===== config.mk =====
export PLATFORM = sky130hd
export DESIGN_NAME = binary_target_locator_flat
export DESIGN_NICKNAME = d
export VERILOG_FILES = /design/src/rtl/video_pkg.sv /design/src/rtl/binary_target_locator_if.sv /design/src/rtl/video_xy_counter.sv /design/src/rtl/binary_target_locator.sv /design/src/flat_wrapper.sv
export SDC_FILE = /design/constraint.sdc
export NUM_CORES = 1
export LEC_CHECK = 0
export CAP_MARGIN = 20
export CORE_UTILIZATION = 30
export DETAILED_ROUTE_END_ITERATION = 10
export GPL_TIMING_DRIVEN = 0
export HOLD_SLACK_MARGIN = 0.06
export PLACE_DENSITY_LB_ADDON = 0.25
export SLEW_MARGIN = 5
export SYNTH_ARGS = -nofsm -noshare
export SYNTH_HDL_FRONTEND = slang
export SYNTH_SLANG_ARGS = --single-unit

===== constraint.sdc =====
create_clock -name clk -period 3.1 [get_ports clk]
set_clock_uncertainty 0.05 [all_clocks]
set_input_delay 0.62 -clock clk [delete_from_list [all_inputs] [get_ports clk]]
set_output_delay 0.62 -clock clk [all_outputs]
set_load 0.01 [all_outputs]

===== src/rtl/video_pkg.sv =====
// video_pkg: shared frame geometry, widths, result record and centre helper
// for the binary video measurement path.
package video_pkg;
   localparam int COORD_W = 10;
   localparam int CNT_W   = 17;
   typedef logic [COORD_W-1:0] coord_t;
   typedef logic [CNT_W-1:0]   cnt_t;
   localparam coord_t IMG_HDISP_DEF  = 10'd320;
   localparam coord_t IMG_VDISP_DEF  = 10'd240;
   localparam cnt_t   MIN_PIXELS_DEF = 17'd64;
   typedef struct packed {
      coord_t xmin;
      coord_t xmax;
      coord_t ymin;
      coord_t ymax;
      coord_t xc;
      coord_t yc;
      cnt_t   cnt;
      logic   valid;
   } result_t;
   function automatic coord_t mid(input coord_t a, input coord_t b);
      logic [COORD_W:0] s;
      s = {1'b0, a} + {1'b0, b};
      return s[COORD_W:1];
   endfunction
endpackage


===== src/rtl/binary_target_locator_if.sv =====
// binary_target_locator_if: 1-bit video stream in, per-frame target result out.
interface binary_target_locator_if;
   import video_pkg::*;
   logic   per_frame_vsync;
   logic   per_frame_href;
   logic   per_frame_clken;
   logic   per_img_Bit;
   coord_t target_xmin;
   coord_t target_xmax;
   coord_t target_ymin;
   coord_t target_ymax;
   coord_t target_xcenter;
   coord_t target_ycenter;
   cnt_t   target_pixel_cnt;
   logic   target_valid;
   logic   result_update;
   modport master (
      output per_frame_vsync, per_frame_href, per_frame_clken, per_img_Bit,
      input  target_xmin, target_xmax, target_ymin, target_ymax,
      input  target_xcenter, target_ycenter, target_pixel_cnt, target_valid, result_update
   );
   modport slave (
      input  per_frame_vsync, per_frame_href, per_frame_clken, per_img_Bit,
      output target_xmin, target_xmax, target_ymin, target_ymax,
      output target_xcenter, target_ycenter, target_pixel_cnt, target_valid, result_update
   );
endinterface


===== src/rtl/video_xy_counter.sv =====
// video_xy_counter: vsync/href edge detection and pixel column/row position.
module video_xy_counter
   import video_pkg::*;
#(
   parameter coord_t H = IMG_HDISP_DEF,
   parameter coord_t V = IMG_VDISP_DEF
) (
   input  logic   clk,
   input  logic   rst_n,
   input  logic   vsync,
   input  logic   href,
   input  logic   clken,
   output logic   frame_start,
   output logic   frame_end,
   output logic   pix_valid,
   output coord_t x,
   output coord_t y
);
   logic   vsync_q, href_q;
   coord_t x_q, x_d, y_q, y_d;
   always_comb begin
      frame_start = vsync & ~vsync_q;
      frame_end   = ~vsync & vsync_q;
      x_d = !href ? '0 : (clken && x_q < H) ? x_q + 1'b1 : x_q;
      y_d = frame_start ? '0 : (vsync && href_q && !href && y_q < V) ? y_q + 1'b1 : y_q;
      x = x_q;
      y = frame_start ? '0 : y_q;
      pix_valid = vsync & href & clken & (x < H) & (y < V);
   end
   // vsync_q resets high so a frame already running at reset release never looks like a start
   always_ff @(posedge clk or negedge rst_n) begin
      if (!rst_n) begin
         vsync_q <= 1'b1;
         href_q  <= 1'b0;
         x_q     <= '0;
         y_q     <= '0;
      end else begin
         vsync_q <= vsync;
         href_q  <= href;
         x_q     <= x_d;
         y_q     <= y_d;
      end
   end
endmodule


===== src/rtl/binary_target_locator.sv =====
// binary_target_locator: per-frame bounding box, centre and pixel count of the
// foreground blob, latched once per frame for the arm controller.
module binary_target_locator
   import video_pkg::*;
#(
   parameter coord_t IMG_HDISP  = IMG_HDISP_DEF,
   parameter coord_t IMG_VDISP  = IMG_VDISP_DEF,
   parameter cnt_t   MIN_PIXELS = MIN_PIXELS_DEF
) (
   input logic clk,
   input logic rst_n,
   binary_target_locator_if.slave bus
);
   logic    frame_start, frame_end, pix_valid, hit;
   coord_t  x, y;
   logic    armed_q, armed_d, end_q, end_d, upd_q, upd_d;
   coord_t  xmin_q, xmin_d, xmax_q, xmax_d, ymin_q, ymin_d, ymax_q, ymax_d;
   coord_t  xmin_b, xmax_b, ymin_b, ymax_b;
   cnt_t    cnt_q, cnt_d, cnt_b;
   result_t res_q, res_d;
   video_xy_counter #(.H(IMG_HDISP), .V(IMG_VDISP)) u_xy (
      .clk         (clk),
      .rst_n       (rst_n),
      .vsync       (bus.per_frame_vsync),
      .href        (bus.per_frame_href),
      .clken       (bus.per_frame_clken),
      .frame_start (frame_start),
      .frame_end   (frame_end),
      .pix_valid   (pix_valid),
      .x           (x),
      .y           (y)
   );
   // accumulators restart on frame start, yet still take a pixel arriving in that cycle
   always_comb begin
      armed_d = armed_q | frame_start;
      hit     = armed_d & pix_valid & bus.per_img_Bit;
      xmin_b  = frame_start ? '1 : xmin_q;
      xmax_b  = frame_start ? '0 : xmax_q;
      ymin_b  = frame_start ? '1 : ymin_q;
      ymax_b  = frame_start ? '0 : ymax_q;
      cnt_b   = frame_start ? '0 : cnt_q;
      xmin_d  = (hit && x < xmin_b) ? x : xmin_b;
      xmax_d  = (hit && x > xmax_b) ? x : xmax_b;
      ymin_d  = (hit && y < ymin_b) ? y : ymin_b;
      ymax_d  = (hit && y > ymax_b) ? y : ymax_b;
      cnt_d   = (hit && cnt_b != '1) ? cnt_b + 1'b1 : cnt_b;
      end_d   = frame_end & armed_q;
      upd_d   = end_q;
      res_d   = !end_q ? res_q :
                (cnt_q == '0) ? '0 :
                result_t'{xmin: xmin_q, xmax: xmax_q, ymin: ymin_q, ymax: ymax_q,
                          xc: mid(xmin_q, xmax_q), yc: mid(ymin_q, ymax_q),
                          cnt: cnt_q, valid: (cnt_q >= MIN_PIXELS)};
   end
   always_ff @(posedge clk or negedge rst_n) begin
      if (!rst_n) begin
         armed_q <= 1'b0;
         end_q   <= 1'b0;
         upd_q   <= 1'b0;
         xmin_q  <= '1;
         xmax_q  <= '0;
         ymin_q  <= '1;
         ymax_q  <= '0;
         cnt_q   <= '0;
         res_q   <= '0;
      end else begin
         armed_q <= armed_d;
         end_q   <= end_d;
         upd_q   <= upd_d;
         xmin_q  <= xmin_d;
         xmax_q  <= xmax_d;
         ymin_q  <= ymin_d;
         ymax_q  <= ymax_d;
         cnt_q   <= cnt_d;
         res_q   <= res_d;
      end
   end
   assign bus.target_xmin      = res_q.xmin;
   assign bus.target_xmax      = res_q.xmax;
   assign bus.target_ymin      = res_q.ymin;
   assign bus.target_ymax      = res_q.ymax;
   assign bus.target_xcenter   = res_q.xc;
   assign bus.target_ycenter   = res_q.yc;
   assign bus.target_pixel_cnt = res_q.cnt;
   assign bus.target_valid     = res_q.valid;
   assign bus.result_update    = upd_q;
endmodule


===== src/flat_wrapper.sv =====
// flat-port wrapper written by rule: the top's interface ports become plain ports
module binary_target_locator_flat import video_pkg::*;
#(
   parameter coord_t IMG_HDISP  = IMG_HDISP_DEF,
   parameter coord_t IMG_VDISP  = IMG_VDISP_DEF,
   parameter cnt_t   MIN_PIXELS = MIN_PIXELS_DEF
)
  (clk, rst_n, bus_per_frame_vsync, bus_per_frame_href, bus_per_frame_clken, bus_per_img_Bit, bus_target_xmin, bus_target_xmax, bus_target_ymin, bus_target_ymax, bus_target_xcenter, bus_target_ycenter, bus_target_pixel_cnt, bus_target_valid, bus_result_update);
  binary_target_locator_if bus_i ();
  input logic clk;
  input logic rst_n;
  input wire logic [$bits(bus_i.per_frame_vsync)-1:0] bus_per_frame_vsync;
  input wire logic [$bits(bus_i.per_frame_href)-1:0] bus_per_frame_href;
  input wire logic [$bits(bus_i.per_frame_clken)-1:0] bus_per_frame_clken;
  input wire logic [$bits(bus_i.per_img_Bit)-1:0] bus_per_img_Bit;
  output wire logic [$bits(bus_i.target_xmin)-1:0] bus_target_xmin;
  output wire logic [$bits(bus_i.target_xmax)-1:0] bus_target_xmax;
  output wire logic [$bits(bus_i.target_ymin)-1:0] bus_target_ymin;
  output wire logic [$bits(bus_i.target_ymax)-1:0] bus_target_ymax;
  output wire logic [$bits(bus_i.target_xcenter)-1:0] bus_target_xcenter;
  output wire logic [$bits(bus_i.target_ycenter)-1:0] bus_target_ycenter;
  output wire logic [$bits(bus_i.target_pixel_cnt)-1:0] bus_target_pixel_cnt;
  output wire logic [$bits(bus_i.target_valid)-1:0] bus_target_valid;
  output wire logic [$bits(bus_i.result_update)-1:0] bus_result_update;
  assign bus_i.per_frame_vsync = bus_per_frame_vsync;
  assign bus_i.per_frame_href = bus_per_frame_href;
  assign bus_i.per_frame_clken = bus_per_frame_clken;
  assign bus_i.per_img_Bit = bus_per_img_Bit;
  assign bus_target_xmin = bus_i.target_xmin;
  assign bus_target_xmax = bus_i.target_xmax;
  assign bus_target_ymin = bus_i.target_ymin;
  assign bus_target_ymax = bus_i.target_ymax;
  assign bus_target_xcenter = bus_i.target_xcenter;
  assign bus_target_ycenter = bus_i.target_ycenter;
  assign bus_target_pixel_cnt = bus_i.target_pixel_cnt;
  assign bus_target_valid = bus_i.target_valid;
  assign bus_result_update = bus_i.result_update;
  binary_target_locator #(.IMG_HDISP(IMG_HDISP), .IMG_VDISP(IMG_VDISP), .MIN_PIXELS(MIN_PIXELS)) u_core (.clk(clk), .rst_n(rst_n), .bus(bus_i));
endmodule

==> impl_metrics.toml, run 1 <==
[critical_path]
path_delay_family = "compound AO/OA/AOI/OAI gates"
worst-path-max-fanout = 10
cp_common_cell = "a21o_1"
ff2ff_setup_slack_ps = 180
end_kind = "flip-flop"
critPathMaxStageDelay_ps = 570
r2r_cells = 13
path_cells = "nand2b_4, buf_12, buf_8, nand2_2, inv_2, ha_1, a21o_1, a21oi_1, o21ai_0, a21o_1, o211ai_1, buf_4, mux2i_1"
slowest_stage = "dfstp_2"
cp.arrival_ps = 3210
critPathKind = "reg2reg"
start_kind = "flip-flop"
path_buf_inv = 4
r2r-end = "u_core.ymax_q[5]$_DFF_PN0_"
critical_path_required_ps = 3400
timing.rr.start = "u_core.u_xy.vsync_q$_DFF_PN1_"

[logic_synthesis]
syn_area_mm2 = 0.00827
ys_seq_elements = 160
syn_inst = 832
synthArstFlopShare = 1.00
synth_nets = 896
synth_top_family_by_area = "simple AND/OR/NAND/NOR gates"
synthXorXnorAreaFrac = 0.0445
synthDistinctLibCells = 59
yosysWarnings = 0
synth_compound_area_frac = 0.119
synth-simple-area-share = 0.145
synth_edf_count = 0
ys_seq_area_frac = 0.488
syn_area_per_cell_um2 = 9.93
synth_mux_area_frac = 0.0498
synthAdderAreaFrac = 0.0896
synth-main-ff-cell = "dfrtp_1"

[sta]
period_share = 0.941
fmax_mhz = 343
hold_ws_ps = 85.1
setup-violations-final = 0
finalHoldViolCount = 0
maxSlewViolCount = 0
timing.final.ws_setup_ps = 182
fin_crit_ps = 2920
worst_pin_slew_ps = 702
relSlewSlack = 0.532
rsz0062_at_grt = "false"

[route]
route.detailed.wl_per_inst_um = 16.4
firstDrtPassIters = 4
drc = 0
ant_nets = 0
dr_total_vias = 6163
drt_iter0_markers = 341
viasPerCell = 4.75
totalWireLength_um = 21200

[cts]
clkLatencyLatePin_ps = 430
htreeDepth = 4
clkSlewWorstSetupHoldPaths_ps = 70
cts_buffers = 17
cts_tree = "built"
ctsHoldBuffers = 0
clkSinkCount = 160
clockBufferDepth = 2
root_buffer = "clkbuf_16"

[layout]
nets = 1008
final_common_cell = "dfrtp_1"
drive_gt1_frac = 0.119
antenna_cells = 0
final_cell_mix = "dfrtp_1, inv_1, nand2_1"
design_area_mm2 = 0.0103
area_growth_pct = 24.6

[power_and_ir_drop]
switching_share = 0.267
p_total_w = 0.00512
p_leak_nw = 4.83
p_switching_w = 0.00137
cellPowerDensity_mw_per_mm2 = 497
p_int_w = 0.00376
p_comb_frac = 0.142
clock_power_share = 0.396
max-vdd-ir-drop_mv = 0.357
pwr-share-seq = 0.462

[global_routing]
grt_max_degree = 89
grt_pass1_wl_um = 34300
grtUsageTotal = 0.158
overflow = 0
antenna_found_initial = 0
grt_pass1_vias = 6192

[die]
initial_utilization = 0.306
dieArea_mm2 = 0.0282
dieHeight_um = 168
coreArea_mm2 = 0.0270
rows = 60
ios = 85
dieWidth_um = 168

[min_path]
hp-class = "in2async"

[placement]
dp_hpwl_um = 15600
io_buffers = 84
routabilityCongestion = 0.802
dp_slack_ps = -1420
place_area_mm2 = 0.00957

[outcome]
status = "complete, no violations"

[flow_run]
cap_violations = 0
logic make-up (layout without fill, tap and decap cells):
family          count (synthesis)  in the layout
compound gates                159            159
xor+xnor                       42             42
fa+ha+maj                      58             58
buf+inv                       128            253
flops                         160            160
mux                            39             39
simple gates                  246            246
repair_timing:
item,CTS,global route
endpoints found under the setup margin,57,37
gates cloned,0,1
setup buffers,2,5
pin swaps,0,2
gates resized for setup,20,17
registers in the layout, summed over array words and instances, names as in the netlist:
register                     flops
u_core.bus.target_pixel_cnt     17
u_core.cnt_q                    17
u_core.bus.target_xcenter       10
u_core.bus.target_xmax          10
u_core.bus.target_xmin          10
u_core.bus.target_ycenter       10
u_core.bus.target_ymax          10
u_core.bus.target_ymin          10
u_core.u_xy.x                   10
u_core.u_xy.y_q                 10
u_core.xmax_q                   10
u_core.xmin_q                   10
u_core.ymax_q                   10
u_core.ymin_q                   10
u_core.armed_q                   1
u_core.bus.result_update         1
u_core.bus.target_valid          1
u_core.end_q                     1
u_core.u_xy.href_q               1
u_core.u_xy.vsync_q              1
synthesized netlist by cell type (2+ instances only):
| library cell | instances | area [um2] |
|---|---|---|
| dfrtp_1 | 139 | 3480 |
| inv_1 | 94 | 353 |
| nand2_1 | 90 | 338 |
| ha_1 | 56 | 701 |
| nor2_1 | 56 | 210 |
| o21ai_0 | 39 | 195 |
| o22ai_1 | 30 | 188 |
| xor2_1 | 27 | 236 |
| mux2i_1 | 25 | 250 |
| a21oi_1 | 24 | 120 |
| dfstp_2 | 21 | 552 |
| o21ai_1 | 20 | 100 |
| nand3_1 | 17 | 85.1 |
| clkbuf_1 | 16 | 60.1 |
| nand4_1 | 15 | 93.8 |
| xnor2_1 | 15 | 131 |
| a21o_1 | 14 | 105 |
| and2_1 | 14 | 87.6 |
| mux2_2 | 13 | 146 |
| nor2b_1 | 12 | 75.1 |
| nand2b_1 | 11 | 68.8 |
| buf_2 | 7 | 35.0 |
| nor4_1 | 6 | 37.5 |
| a21boi_0 | 5 | 37.5 |
| a31oi_1 | 5 | 31.3 |
| and3_1 | 5 | 31.3 |
| buf_4 | 5 | 37.5 |
| nor3_1 | 5 | 25.0 |
| or3_1 | 4 | 25.0 |
| buf_1 | 3 | 11.3 |
| buf_6 | 3 | 33.8 |
| o211ai_1 | 3 | 22.5 |
| a2111o_1 | 2 | 22.5 |
| a221oi_1 | 2 | 17.5 |
| a41oi_1 | 2 | 17.5 |
| and3b_1 | 2 | 17.5 |
| fa_1 | 2 | 40.0 |
| o41ai_1 | 2 | 17.5 |
layer usage:
| layer | vias to the layer above | routed length (um) | track usage |
|---|---|---|---|
| met3 | 19 | 899 | 0.0303 |
| met1 | 2972 | 10600 | 0.222 |
| li1 | 3060 | - | - |
| met2 | 112 | 9470 | 0.245 |
| met5 | - | 0 | 0 |
| met4 | 0 | 247 | 0.0471 |
worst reg2reg max path: stages (launching register included):
cell and delay [ps]:
dfstp_2 570, nand2b_4 160, buf_12 150, buf_8 150, nand2_2 100, inv_2 70
ha_1 240, a21o_1 160, a21oi_1 170, o21ai_0 100, a21o_1 190, o211ai_1 310
buf_4 240, mux2i_1 180
power groups by stage:
stage / Combinational [W] / Sequential, W / Clock [W]
finish: 0.000728 / 0.00237 / 0.00203
global route: 0.000807 / 0.00239 / 0.00217
CTS: 0.000733 / 0.00237 / 0.00208
floorplan: 0.000314 / 0.00241 / 0
global placement: 0.000709 / 0.00240 / 0
detailed placement: 0.000721 / 0.00240 / 0
worst max path at each step:
stage / start / to / slack [ps] / cells after the start
CTS: u_core.u_xy.vsync_q$_DFF_PN1_ / u_core.ymax_q[6]$_DFF_PN0_ / 30 / 13
global route: bus_per_frame_vsync / u_core.ymin_q[6]$_DFF_PN1_ / 4 / 11
detailed placement: bus_per_frame_vsync / u_core.ymax_q[6]$_DFF_PN0_ / -1420 / 14
finish: u_core.u_xy.vsync_q$_DFF_PN1_ / u_core.ymax_q[5]$_DFF_PN0_ / 180 / 13
floorplan: bus_per_frame_vsync / u_core.xmax_q[0]$_DFF_PN0_ / 90 / 12
global placement: rst_n / u_core.bus.target_ymax[8]$_DFFE_PN0P_ / -5470 / 1
layout make-up:
class	instances	area [um2]
Buffer	34	241
Clock buffer	21	460
Clock inverter	11	108
Fill cell	2712	16700
Inverter	94	353
Multi-Input combinational cell	544	3730
Sequential cell	160	4030
Tap cell	341	427
Timing Repair Buffer	93	947
through the flow:
stage               cells  setup TNS, ps   util
CTS                  1292              0  0.378
floorplan             832              0      -
detailed placement   1258         -67520  0.354
global route         1298              0  0.381
global placement     1257        -897090  0.353
finish               1298              0  0.381
Power figures use the tool's default switching activity.
==> run 2: changes to the inputs <==
--- a/config.mk
+++ b/config.mk
@@ -6,7 +6,7 @@
 export NUM_CORES = 1
 export LEC_CHECK = 0
 export CAP_MARGIN = 20
-export CORE_UTILIZATION = 30
+export CORE_UTILIZATION = 52
 export DETAILED_ROUTE_END_ITERATION = 10
 export GPL_TIMING_DRIVEN = 0
 export HOLD_SLACK_MARGIN = 0.06
==> run 2 against run 1 <==
  * Count of clock-buffer cells in the layout down 1
  * Sequential power hardly changed
  * Register-to-register slack got worse by 50 ps
  * Final cell count is 10% lower
  * Utilization increased by 28 points
  * Non-clock buffer count down 5
  * Fmax is 1.8% lower
  * Design area shrank 1.8%
  * Largest cell class unchanged
  * Highest routed layer unchanged
==> impl_metrics.toml, run 2 (synthesized netlist as in run 1, its figures left out) <==
[sta]
setup-violations-final = 0
relSlewSlack = 0.547
maxSlewViolCount = 0
fmax_mhz = 336
rsz0062_at_grt = "false"
finalHoldViolCount = 0
period_share = 0.959
worst_pin_slew_ps = 679
finalSetupTns_ps = 0
fin_crit_ps = 2970

[placement]
place_area_mm2 = 0.00940
dp_hpwl_um = 13600
routabilityCongestion = 0.842
io_buffers = 84

[power_and_ir_drop]
clock_power_share = 0.423
switching_share = 0.246
p_comb_frac = 0.133
cellPowerDensity_mw_per_mm2 = 527
p_leak_nw = 4.83
max-vdd-ir-drop_mv = 0.413
p_switching_w = 0.00131
p_int_w = 0.00402
pwr-share-seq = 0.443

[cts]
clockBufferDepth = 2
cts_buffers = 17
clkLatencyLatePin_ps = 440
clkSlewWorstSetupHoldPaths_ps = 60
clkSinkCount = 160
cts_tree = "built"
htreeDepth = 4
root_buffer = "clkbuf_16"

[layout]
multi_input_area_mm2 = 0.00372
drive_gt1_frac = 0.110
final_common_cell = "dfrtp_1"
area_growth_pct = 22.3
nFillCells = 1249
seq_area_mm2 = 0.00403
nets = 1003
final_cell_mix = "dfrtp_1, inv_1, nand2_1"
antenna_cells = 0
design_area_mm2 = 0.0101

[route]
ant_nets = 0
firstDrtPassIters = 5
route.detailed.wl_per_inst_um = 16.3
viasPerCell = 5.42
drc = 0
drt_iter0_markers = 373
dr_total_vias = 6303
totalWireLength_um = 18900

[die]
dieArea_mm2 = 0.0164
initial_utilization = 0.538
dieHeight_um = 128
ios = 85
coreArea_mm2 = 0.0154
rows = 45
dieWidth_um = 128

[critical_path]
cp.arrival_ps = 3240
slowest_stage = "dfstp_2"
critPathKind = "reg2reg"
path_cells = "nand2b_4, buf_8, clkbuf_8, nand2_1, ha_1, a21o_1, a21o_1, a221oi_1, o21ai_0, o211ai_1, buf_6, mux2_4"
worst-path-max-fanout = 10
cp_common_cell = "a21o_1"
end_kind = "flip-flop"
critical_path_required_ps = 3370
start_kind = "flip-flop"
critPathMaxStageDelay_ps = 580
r2r_cells = 12

[global_routing]
grt_pass1_wl_um = 31700
grt_pass1_vias = 6302
grtUsageTotal = 0.251
grt_max_degree = 105
overflow = 0
antenna_found_initial = 0

[flow_run]
cap_violations = 0

[min_path]
hp-class = "in2async"

[outcome]
status = "complete, no violations"
[run 2: cell type report]
cell class,instances,area share
flip-flops and latches,160,0.399
multi-input cells,544,0.368
repair buffers,88,0.0881
clock buffers,20,0.0432
inverters,94,0.0349
well taps,211,0.0261
plain buffers,34,0.0224
clock inverters,12,0.0189
[run 2: metal layers]
| metal | part of all wire | vias up | global-route usage |
|---|---|---|---|
| met1 | 0.49 | 3066 | 0.357 |
| met2 | 0.45 | 159 | 0.391 |
| met4 | 0.014 | 0 | 0.0761 |
| met5 | 0 | - | 0 |
| li1 | - | 3058 | - |
| met3 | 0.047 | 20 | 0.0488 |
[run 2: timing repair]
action                     CTS  global route
gates resized for setup     17            12
pin swaps                    1             2
hold buffers                 0             0
setup buffers                1             1
gates cloned                 0             1
setup endpoints to repair   57            30
[run 2: worst paths after layout]
path	slack, ps	to	startpoint
worst min-delay path	50	u_core.bus.target_xcenter[5]$_DFFE_PN0P_	rst_n
worst max register to register	130	u_core.xmax_q[0]$_DFF_PN0_	u_core.u_xy.vsync_q$_DFF_PN1_
worst min register to register	390	u_core.bus.result_update$_DFF_PN0_	u_core.end_q$_DFF_PN0_
min in group clk	320	u_core.u_xy.vsync_q$_DFF_PN1_	bus_per_frame_vsync
worst max-delay path	130	u_core.xmax_q[0]$_DFF_PN0_	u_core.u_xy.vsync_q$_DFF_PN1_
max in group asynchronous	2100	u_core.xmin_q[6]$_DFF_PN1_	rst_n
[run 2: power by group through the flow]
stage | clock network, W | registers (W) | logic [W]
floorplan | 0 | 0.00241 | 0.000314
global placement | 0 | 0.00240 | 0.000684
detailed placement | 0 | 0.00240 | 0.000702
CTS | 0.00228 | 0.00236 | 0.000714
global route | 0.00236 | 0.00238 | 0.000790
finish | 0.00226 | 0.00236 | 0.000712
[run 2: metrics by stage]
step | utilization | instances | hold slack, ps | setup slack [ps] | power (W)
2_1_floorplan | - | 832 | 274 | 87.3 | 0.00273
3_3_place_gp | 0.610 | 1127 | 374 | -5080 | 0.00308
3_5_place_dp | 0.612 | 1128 | 377 | -1310 | 0.00310
4_1_cts | 0.656 | 1161 | 65.5 | 43.7 | 0.00535
5_1_grt | 0.658 | 1163 | 87.6 | 1.92 | 0.00553
6_report | 0.658 | 1163 | 48.8 | 128 | 0.00533
[run 2: critical path, delay by kind of cell (launching register included)]
family | cells | cell delay [ps]
AOI/OAI and AO/OA | 5 | 870
adders and majority gates | 1 | 300
buffers and inverters | 3 | 520
DFF | 1 | 580
muxes | 1 | 300
and+or+nand+nor | 2 | 230
